--- src/rtl/uart_tx_arbiter_pkg.sv ---
// Shared types and constants for the connector's UART transmit arbiter.
package connector_pkg;

    typedef enum logic [2:0] {
        IDLE,
        SEND,
        SETTLE,
        WAIT_DONE,
        HOLD
    } arb_state_t;

    typedef logic [7:0] byte_t;

    localparam int REQ_MSTR    = 0;
    localparam int REQ_EEPROM  = 1;
    localparam int REQ_AD7782  = 2;
    localparam int REQ_ADT7301 = 3;

    // Width of a counter/index able to hold 0..n-1, never narrower than one bit.
    function automatic int idxWidth(input int n);
        return (n > 1) ? $clog2(n) : 1;
    endfunction

endpackage

--- src/rtl/uart_tx_arbiter_if.sv ---
// Bundle of requester handshake and UART transmit signals shared by the arbiter.
interface uart_tx_arbiter_if #(
    parameter int N_REQ = 4
);
    import connector_pkg::*;

    logic  [N_REQ-1:0] req;
    byte_t [N_REQ-1:0] req_data;
    logic  [N_REQ-1:0] req_last;
    logic  [N_REQ-1:0] ack;
    logic  [N_REQ-1:0] grant;
    byte_t             tx_data;
    logic              tx_start;
    logic              tx_busy;
    logic              timeout_err;
    logic              busy;

    modport master (
        input  req, req_data, req_last, tx_busy,
        output ack, grant, tx_data, tx_start, timeout_err, busy
    );

    modport slave (
        output req, req_data, req_last, tx_busy,
        input  ack, grant, tx_data, tx_start, timeout_err, busy
    );

endinterface

--- src/rtl/uart_tx_arbiter_rr_pick.sv ---
// Combinational round-robin picker: first requester above last_owner, wrapping.
module rr_pick
    import connector_pkg::*;
#(
    parameter int N_REQ = 4,
    parameter int IW    = idxWidth(N_REQ)
) (
    input  logic [N_REQ-1:0] req,
    input  logic [IW-1:0]    last_owner,
    output logic [N_REQ-1:0] winner,
    output logic [IW-1:0]    winner_idx
);

    logic [IW-1:0] cand;
    logic          found;

    // Walk upward from the previous owner so it gets the lowest priority this round.
    always_comb begin
        winner     = '0;
        winner_idx = '0;
        found      = 1'b0;
        cand       = last_owner;
        for (int off = 0; off < N_REQ; off++) begin
            cand = (cand == IW'(N_REQ - 1)) ? '0 : cand + 1'b1;
            if (!found && req[cand]) begin
                found        = 1'b1;
                winner[cand] = 1'b1;
                winner_idx   = cand;
            end
        end
    end

endmodule

--- src/rtl/uart_tx_arbiter.sv ---
// Packet-granular round-robin arbiter sharing one UART transmitter among the
// connector's response sources, with an idle timeout for stalled owners.
module uart_tx_arbiter
    import connector_pkg::*;
#(
    parameter int N_REQ   = 4,
    parameter int TIMEOUT = 50000
) (
    input logic               clk,
    input logic               rst,
    uart_tx_arbiter_if.master bus
);

    localparam int            IW      = idxWidth(N_REQ);
    localparam int            CW      = idxWidth(TIMEOUT);
    localparam logic [CW-1:0] CNT_MAX = CW'(TIMEOUT - 1);

    arb_state_t       state_q, state_d;
    logic [N_REQ-1:0] grant_q, grant_d;
    logic [IW-1:0]    owner_q, owner_d;
    logic [IW-1:0]    lastOwner_q, lastOwner_d;
    byte_t            txData_q, txData_d;
    logic             lastFlag_q, lastFlag_d;
    logic [CW-1:0]    idleCnt_q, idleCnt_d;
    logic             timeoutErr_q, timeoutErr_d;

    logic [N_REQ-1:0] pickOnehot;
    logic [IW-1:0]    pickIdx;

    rr_pick #(
        .N_REQ (N_REQ),
        .IW    (IW)
    ) u_pick (
        .req        (bus.req),
        .last_owner (lastOwner_q),
        .winner     (pickOnehot),
        .winner_idx (pickIdx)
    );

    // State and datapath registers; reset drops any grant immediately.
    always_ff @(posedge clk or negedge rst) begin
        if (!rst) begin
            state_q      <= IDLE;
            grant_q      <= '0;
            owner_q      <= '0;
            lastOwner_q  <= IW'(N_REQ - 1);
            txData_q     <= '0;
            lastFlag_q   <= 1'b0;
            idleCnt_q    <= '0;
            timeoutErr_q <= 1'b0;
        end else begin
            state_q      <= state_d;
            grant_q      <= grant_d;
            owner_q      <= owner_d;
            lastOwner_q  <= lastOwner_d;
            txData_q     <= txData_d;
            lastFlag_q   <= lastFlag_d;
            idleCnt_q    <= idleCnt_d;
            timeoutErr_q <= timeoutErr_d;
        end
    end

    // Next-state logic: hold the grant across a packet, release on last byte or timeout.
    always_comb begin
        state_d      = state_q;
        grant_d      = grant_q;
        owner_d      = owner_q;
        lastOwner_d  = lastOwner_q;
        txData_d     = txData_q;
        lastFlag_d   = lastFlag_q;
        idleCnt_d    = idleCnt_q;
        timeoutErr_d = 1'b0;
        case (state_q)
            IDLE: begin
                if (bus.req != '0) begin
                    state_d    = SEND;
                    grant_d    = pickOnehot;
                    owner_d    = pickIdx;
                    txData_d   = bus.req_data[pickIdx];
                    lastFlag_d = bus.req_last[pickIdx];
                end
            end
            SEND: begin
                state_d = SETTLE;
            end
            SETTLE: begin
                state_d = WAIT_DONE;
            end
            WAIT_DONE: begin
                if (!bus.tx_busy) begin
                    if (lastFlag_q) begin
                        state_d     = IDLE;
                        grant_d     = '0;
                        lastOwner_d = owner_q;
                    end else begin
                        state_d   = HOLD;
                        idleCnt_d = '0;
                    end
                end
            end
            HOLD: begin
                if (bus.req[owner_q]) begin
                    state_d    = SEND;
                    txData_d   = bus.req_data[owner_q];
                    lastFlag_d = bus.req_last[owner_q];
                end else if (idleCnt_q == CNT_MAX) begin
                    state_d      = IDLE;
                    grant_d      = '0;
                    lastOwner_d  = owner_q;
                    timeoutErr_d = 1'b1;
                end else begin
                    idleCnt_d = idleCnt_q + 1'b1;
                end
            end
            default: begin
                state_d = IDLE;
                grant_d = '0;
            end
        endcase
    end

    assign bus.grant       = grant_q;
    assign bus.tx_data     = txData_q;
    assign bus.tx_start    = (state_q == SEND);
    assign bus.ack         = (state_q == SEND) ? grant_q : '0;
    assign bus.busy        = |grant_q;
    assign bus.timeout_err = timeoutErr_q;

endmodule

--- src/flat_wrapper.sv ---
// flat-port wrapper written by rule: the top's interface ports become plain ports
module uart_tx_arbiter_flat import connector_pkg::*;
#(
    parameter int N_REQ   = 4,
    parameter int TIMEOUT = 50000
)
  (clk, rst, bus_req, bus_req_data, bus_req_last, bus_tx_busy, bus_ack, bus_grant, bus_tx_data, bus_tx_start, bus_timeout_err, bus_busy);
  uart_tx_arbiter_if #(.N_REQ(N_REQ)) bus_i ();
  input logic clk;
  input logic rst;
  input wire logic [$bits(bus_i.req)-1:0] bus_req;
  input wire logic [$bits(bus_i.req_data)-1:0] bus_req_data;
  input wire logic [$bits(bus_i.req_last)-1:0] bus_req_last;
  input wire logic [$bits(bus_i.tx_busy)-1:0] bus_tx_busy;
  output wire logic [$bits(bus_i.ack)-1:0] bus_ack;
  output wire logic [$bits(bus_i.grant)-1:0] bus_grant;
  output wire logic [$bits(bus_i.tx_data)-1:0] bus_tx_data;
  output wire logic [$bits(bus_i.tx_start)-1:0] bus_tx_start;
  output wire logic [$bits(bus_i.timeout_err)-1:0] bus_timeout_err;
  output wire logic [$bits(bus_i.busy)-1:0] bus_busy;
  assign bus_i.req = bus_req;
  assign bus_i.req_data = bus_req_data;
  assign bus_i.req_last = bus_req_last;
  assign bus_i.tx_busy = bus_tx_busy;
  assign bus_ack = bus_i.ack;
  assign bus_grant = bus_i.grant;
  assign bus_tx_data = bus_i.tx_data;
  assign bus_tx_start = bus_i.tx_start;
  assign bus_timeout_err = bus_i.timeout_err;
  assign bus_busy = bus_i.busy;
  uart_tx_arbiter #(.N_REQ(N_REQ), .TIMEOUT(TIMEOUT)) u_core (.clk(clk), .rst(rst), .bus(bus_i));
endmodule
--- config.mk ---
export PLATFORM = sky130hd
export DESIGN_NAME = uart_tx_arbiter_flat
export DESIGN_NICKNAME = d
export VERILOG_FILES = /design/src/rtl/uart_tx_arbiter_pkg.sv /design/src/rtl/uart_tx_arbiter_if.sv /design/src/rtl/uart_tx_arbiter_rr_pick.sv /design/src/rtl/uart_tx_arbiter.sv /design/src/flat_wrapper.sv
export SDC_FILE = /design/constraint.sdc
export NUM_CORES = 1
export LEC_CHECK = 0
export CAP_MARGIN = 15
export CORE_ASPECT_RATIO = 0.7
export CORE_UTILIZATION = 45
export CTS_CLUSTER_SIZE = 25
export DETAILED_ROUTE_END_ITERATION = 7
export PLACE_DENSITY_LB_ADDON = 0.05
export RECOVER_POWER = 100
export REMOVE_ABC_BUFFERS = 1
export SYNTH_ARGS = -nofsm -noshare
export SYNTH_HDL_FRONTEND = slang
export SYNTH_HIERARCHICAL = 1
export SYNTH_SLANG_ARGS = --single-unit
--- constraint.sdc ---
create_clock -name clk -period 3.25 [get_ports clk]
set_clock_uncertainty 0.15 [all_clocks]
set_input_delay 0.65 -clock clk [delete_from_list [all_inputs] [get_ports clk]]
set_output_delay 0.65 -clock clk [all_outputs]
set_load 0.05 [all_outputs]
==> results.toml, run 1 <==
[job]
cap_viol_max_count = 1

[placement]
gp_congestion = 0.8778
port_buffers = 61
place_hpwl_microns = 5393
dp_slack_ns = 0.1485
dp.cells = 442

[hold_path]
hold_class = "register to register"

[sta]
slew_headroom_pct = -33.28
fin_crit_sh_pct = 90.15
setup_violations = 0
min_period_ns = 2.930
worst_slack_ns = 0.3200
hold_viol_final = 0
tns_ns = 0
slew_viol_final = 38
rsz0062_at_grt = "no"
whs_ns = 0.3336
fmax_mhz = 341.3
tightest_slew_ns = 1.999

[floorplan]
rows = 24
ios = 62
die-area_sq_um = 7108
initial_core_util_pct = 47.86
core_sq_um = 6366
dieWidth_microns = 100.3
die_h_microns = 70.84

[drt]
vias = 2683
ant_nets = 0
routedWlPerCell_microns = 16.32
drt_first_pass_iters = 5
vias_per_cell = 5.962
drt_wl_total_microns = 7343
drc = 0
first_iter_violations = 225

[grt]
grt_usage_pct = 22.11
grt_max_degree = 38
antenna_found_initial = 0
grt_overflow_total = 0
grt_pass1_vias = 2575
grt_pass1_wl_microns = 12500

[power]
ir_worst_vdd_mv = 0.4924
p_leak_nw = 1.555
powerDensity_nw_per_um2 = 797.7

[synthesis]
synth-warning-count = 6
synth_seq_cells = 37
yosysUniqueCellTypes = 61
async_flop_share_pct = 100.0
syn_area_per_cell_sq_um = 10.09
synthesis.area_sq_um = 3047
synth-edff-count = 0
synthFlopType = "dfrtp_1"
seq_area_frac_synth_pct = 30.47
syn_inst = 302

[setup_path]
crit_required_ns = 3.31
path_class = "input pin to register"
r2r-start = "u_core/lastOwner_q[0]"
cp-end-kind = "register"
worstReg2RegEnd = "u_core/bus.tx_data[0]"
cp-startpoint = "bus_req[1]"
reg2reg_slack_ns = 0.32
cp_data_arrival_time_ns = 2.99
reg2reg_depth = 7
cp_max_fo = 12
critPathCapture = "u_core/bus.grant[2]"
start_kind = "input pin"

[final_layout]
n_fill_cell = 575
area_growth_pct = 24.85
layout_commonest_cell = "clkdlybuf4s50_1"
final_util_pct = 59.75
stdcell_count = 450
final_nets = 409
num_antenna_cells = 0
final_cell_mix = "clkdlybuf4s50_1, dfrtp_1, nand2_1"
drive_above_1_share_pct = 13.93

[clocking]
cts-root-buf = "clkbuf_8"
numCtsBuffers = 5
htree_num_levels = 2
worstSkewPairLatency_ns = 0.29
post-cts-setup-buffers = 0
cts_tree = "yes"
clkSinkCount = 37
postCtsHoldBufs = 0
clkTransAtPathRegs_ns = 0.07
cts_buffer_depth = 2
ctsResizeCount = 0

[run_status]
violations = "max-capacitance violations, max-slew violations"
status = "finished with violations"
-- flip-flops by register name, summed over array words and instances, names as in the netlist --
register	cells
u_core/bus.grant	4
u_core/bus.timeout_err	1
u_core/bus.tx_data	8
u_core/idleCnt_q	16
u_core/lastFlag_q	1
u_core/lastOwner_q	2
u_core/owner_q	2
u_core/state_q	3
-- report_power, final --
group | switching (mW) | internal [mW]
Combinational | 1.06 | 0.770
Sequential | 0.190 | 0.607
Clock | 0.160 | 0.250
-- per-stage QoR --
step / power (mW) / cell area (sq um)
final: 3.034 / 3804
after global routing: 3.244 / 3804
after CTS: 3.112 / 3829
after detailed placement: 2.695 / 3712
after global placement: 2.658 / 3712
after floorplan: 2.099 / 2918
-- cell families after synthesis --
| logic type | share of synthesized area, % |
|---|---|
| flops | 30.47 |
| compound gates | 18.36 |
| xor+xnor | 0.5751 |
| mux | 19.79 |
| simple gates | 21.19 |
| fa+ha+maj | 3.286 |
| buf+inv | 6.324 |
-- how the worst min path moves through the flow --
stage                                startpoint               endpoint  slack, ns  cells after the start
after floorplan                             rst    u_core/bus.grant[0]       0.20                      0
after global placement    u_core/bus.tx_data[2]  u_core/bus.tx_data[2]       0.31                      2
after detailed placement  u_core/bus.tx_data[7]  u_core/bus.tx_data[7]       0.33                      2
after CTS                                   rst    u_core/idleCnt_q[9]       0.34                      1
after global routing      u_core/bus.tx_data[3]  u_core/bus.tx_data[3]       0.37                      2
final                     u_core/bus.tx_data[7]  u_core/bus.tx_data[7]       0.33                      2
-- area by class of cell --
cell class	instances	area (sq um)	area share, %
Multi-Input combinational cell	226	1906	50.10
Sequential cell	37	928.4	24.41
Inverter	17	63.81	1.678
Tap cell	91	113.9	2.993
Clock inverter	1	30.03	0.7895
Clock buffer	7	86.33	2.270
Timing Repair Buffer	71	675.6	17.76
-- per-layer routing --
| metal | GRT usage [%] | wire length (microns) | vias to the layer above |
|---|---|---|---|
| met1 | 33.46 | 3780 | 1284 |
| met5 | 0 | 0 | - |
| met4 | 4.348 | 36 | 0 |
| met3 | 4.842 | 457 | 6 |
| met2 | 32.65 | 3068 | 92 |
| li1 | - | - | 1301 |
-- critical path, stage by stage --
cell	delay, ns
dlygate4sd3_1	0.69
mux4_2	0.60
and2_0	0.31
a211oi_2	0.50
mux2i_1	0.23
-- synth_stat cells, types with 3 or more instances --
library cell / instances / area share (%)
a22o_1: 3 / 0.86
dfrtp_1: 35 / 29
a21oi_1: 14 / 2.3
buf_2: 10 / 1.6
or4_1: 4 / 0.99
a31oi_1: 6 / 1.2
mux4_2: 20 / 15
nand2_1: 24 / 3.0
o21ai_0: 17 / 2.8
buf_6: 4 / 1.5
ha_1: 8 / 3.3
nor4b_1: 5 / 1.4
inv_1: 17 / 2.1
nor2b_1: 4 / 0.82
nor4_1: 4 / 0.82
o21a_1: 3 / 0.74
nor2_1: 5 / 0.62
nand4_1: 12 / 2.5
o221ai_1: 6 / 1.7
nand2b_1: 4 / 0.82
nor3_1: 10 / 1.6
mux2i_1: 13 / 4.3
nand3_1: 11 / 1.8
o211ai_1: 3 / 0.74
clkbuf_1: 6 / 0.74
a222oi_1: 4 / 1.3
No activity file was read; power rests on OpenSTA's default activity.
==> run 2: changes to the inputs <==
- GPL_TIMING_DRIVEN: default -> 0
==> results.toml, run 2 (synthesized netlist as in run 1, its figures left out) <==
[drt]
first_iter_violations = 155
drt_first_pass_iters = 5
ant_nets = 0
routedWlPerCell_microns = 16.40
vias = 2684
drt_wl_total_microns = 7234
drc = 0
vias_per_cell = 6.086

[final_layout]
largest-register = "u_core/idleCnt_q"
n_fill_cell = 580
stdcell_area_sq_um = 3725
final_cell_mix = "clkdlybuf4s50_1, dfrtp_1, nand2_1"
register_area_sq_um = 928.4
multi_input_area_sq_um = 1922
area_growth_pct = 22.26
num_antenna_cells = 0
stdcell_count = 441
layout_commonest_cell = "clkdlybuf4s50_1"
largest_reg_flops = 16
final_nets = 400
drive_above_1_share_pct = 12.86

[hold_path]
hold_class = "register to register"
holdCritStartpoint = "u_core/bus.tx_data[7]"

[floorplan]
rows = 24
dieWidth_microns = 100.3
die_h_microns = 70.84
ios = 62
die-area_sq_um = 7108
core_sq_um = 6366
initial_core_util_pct = 47.86

[sta]
hold_viol_final = 0
tightest_slew_ns = 2.032
fmax_mhz = 330.3
slew_headroom_pct = -35.48
fin_crit_sh_pct = 93.17
rsz0062_at_grt = "no"
min_period_ns = 3.028
setup_violations = 0
slew_viol_final = 38

[setup_path]
crit_family = "buffers and inverters"
cp_data_arrival_time_ns = 3.02
cp-startpoint = "bus_req[2]"
crit_chain = "clkdlybuf4s50_1 > nor2b_1 > a21oi_1 > o22ai_1 > a21oi_2 > buf_4 > mux4_2 > mux2i_1 > o21ai_0"
r2r-start = "u_core/lastOwner_q[0]"
slowest_delay_ns = 0.58
crit_required_ns = 3.24
cp-end-kind = "register"
path_class = "input pin to register"
start_kind = "input pin"
cp_max_fo = 11
cp_slowest_cell = "clkdlybuf4s50_1"
path_buf_inv = 2

[grt]
met3_usage_pct = 4.348
grt_pass1_vias = 2552
grt_overflow_total = 0
grt_use_met1_pct = 32.55
grt_pass1_wl_microns = 12350
grt.busiest_layer = "met2"
grt_util_met2_pct = 32.88
grt_usage_pct = 21.85
grt_max_degree = 38
antenna_found_initial = 0

[run_status]
violations = "max-capacitance violations, max-slew violations"
status = "finished with violations"

[power]
power_mw = 2.894
ir_worst_vdd_mv = 0.4179
powerDensity_nw_per_um2 = 777.0
p_leak_nw = 1.512

[clocking]
clkTransAtPathRegs_ns = 0.07
cts_buffer_depth = 2
post-cts-setup-buffers = 0
cts-root-buf = "clkbuf_8"
cts_tree = "yes"
worstSkewPairLatency_ns = 0.29
clkSinkCount = 37
numCtsBuffers = 5
htree_num_levels = 2

[job]
cap_viol_max_count = 1

[placement]
placed_cell_area_sq_um = 3645
port_buffers = 61
dp.cells = 433
gp_congestion = 0.8464
place_hpwl_microns = 5192
[run 2: per-stage QoR]
stage               TNS [ns]  hold WS [ns]  worst slack [ns]  util (%)
finish                     0        0.3265            0.2221     58.51
global route               0        0.3526          0.007475     58.51
CTS                        0        0.3371            0.1221     58.61
detailed placement    -2.145        0.3201           -0.3419     57.25
global placement      -5.986        0.3110           -0.6888     57.21
floorplan                  0        0.2044           0.09605         -
[run 2: report_power, final]
group	leakage [nW]	internal, mW	switching, mW
Sequential	0.484	0.606	0.223
Clock	0.0450	0.149	0.166
Combinational	0.983	0.740	1.01
Total	1.51	1.50	1.40
[run 2: timing repair]
action	CTS	global route
resized for setup	1	2
hold buffers	0	0
pin swaps	0	0
endpoints found under the setup margin	6	6
[run 2: final cells by class]
type                    instances  area share, %
clock buffers                   6          1.948
clock inverters                 2         0.2687
inverters                      17          1.713
multi-input cells             226          51.60
flip-flops and latches         37          24.92
well taps                      91          3.057
repair buffers                 62          16.49
[run 2: routing by layer]
layer,wire length [microns],part of all wire [%]
met2,3128,43
met4,45,0.62
met5,0,0
met3,495,6.8
met1,3564,49
[run 2: worst paths after layout]
check / endpoint / slack (ns) / depth (start not counted)
setup / recovery: u_core/lastFlag_q / 0.22 / 9
hold / removal: u_core/bus.tx_data[7] / 0.33 / 2
setup reg to reg: u_core/lastFlag_q / 0.24 / 8
hold reg to reg: u_core/bus.tx_data[7] / 0.33 / 2
max in group asynchronous: u_core/bus.tx_data[3] / 1.00 / 1
min in group asynchronous: u_core/idleCnt_q[7] / 0.79 / 1
[run 2: worst reg2reg max path, cell delays in order (launching register included)]
cell and delay [ns]:
dfstp_2 0.66, inv_1 0.14, ha_2 0.47, o22ai_1 0.12, a21oi_2 0.33, buf_4 0.26
mux4_2 0.50, mux2i_1 0.15, o21ai_0 0.10
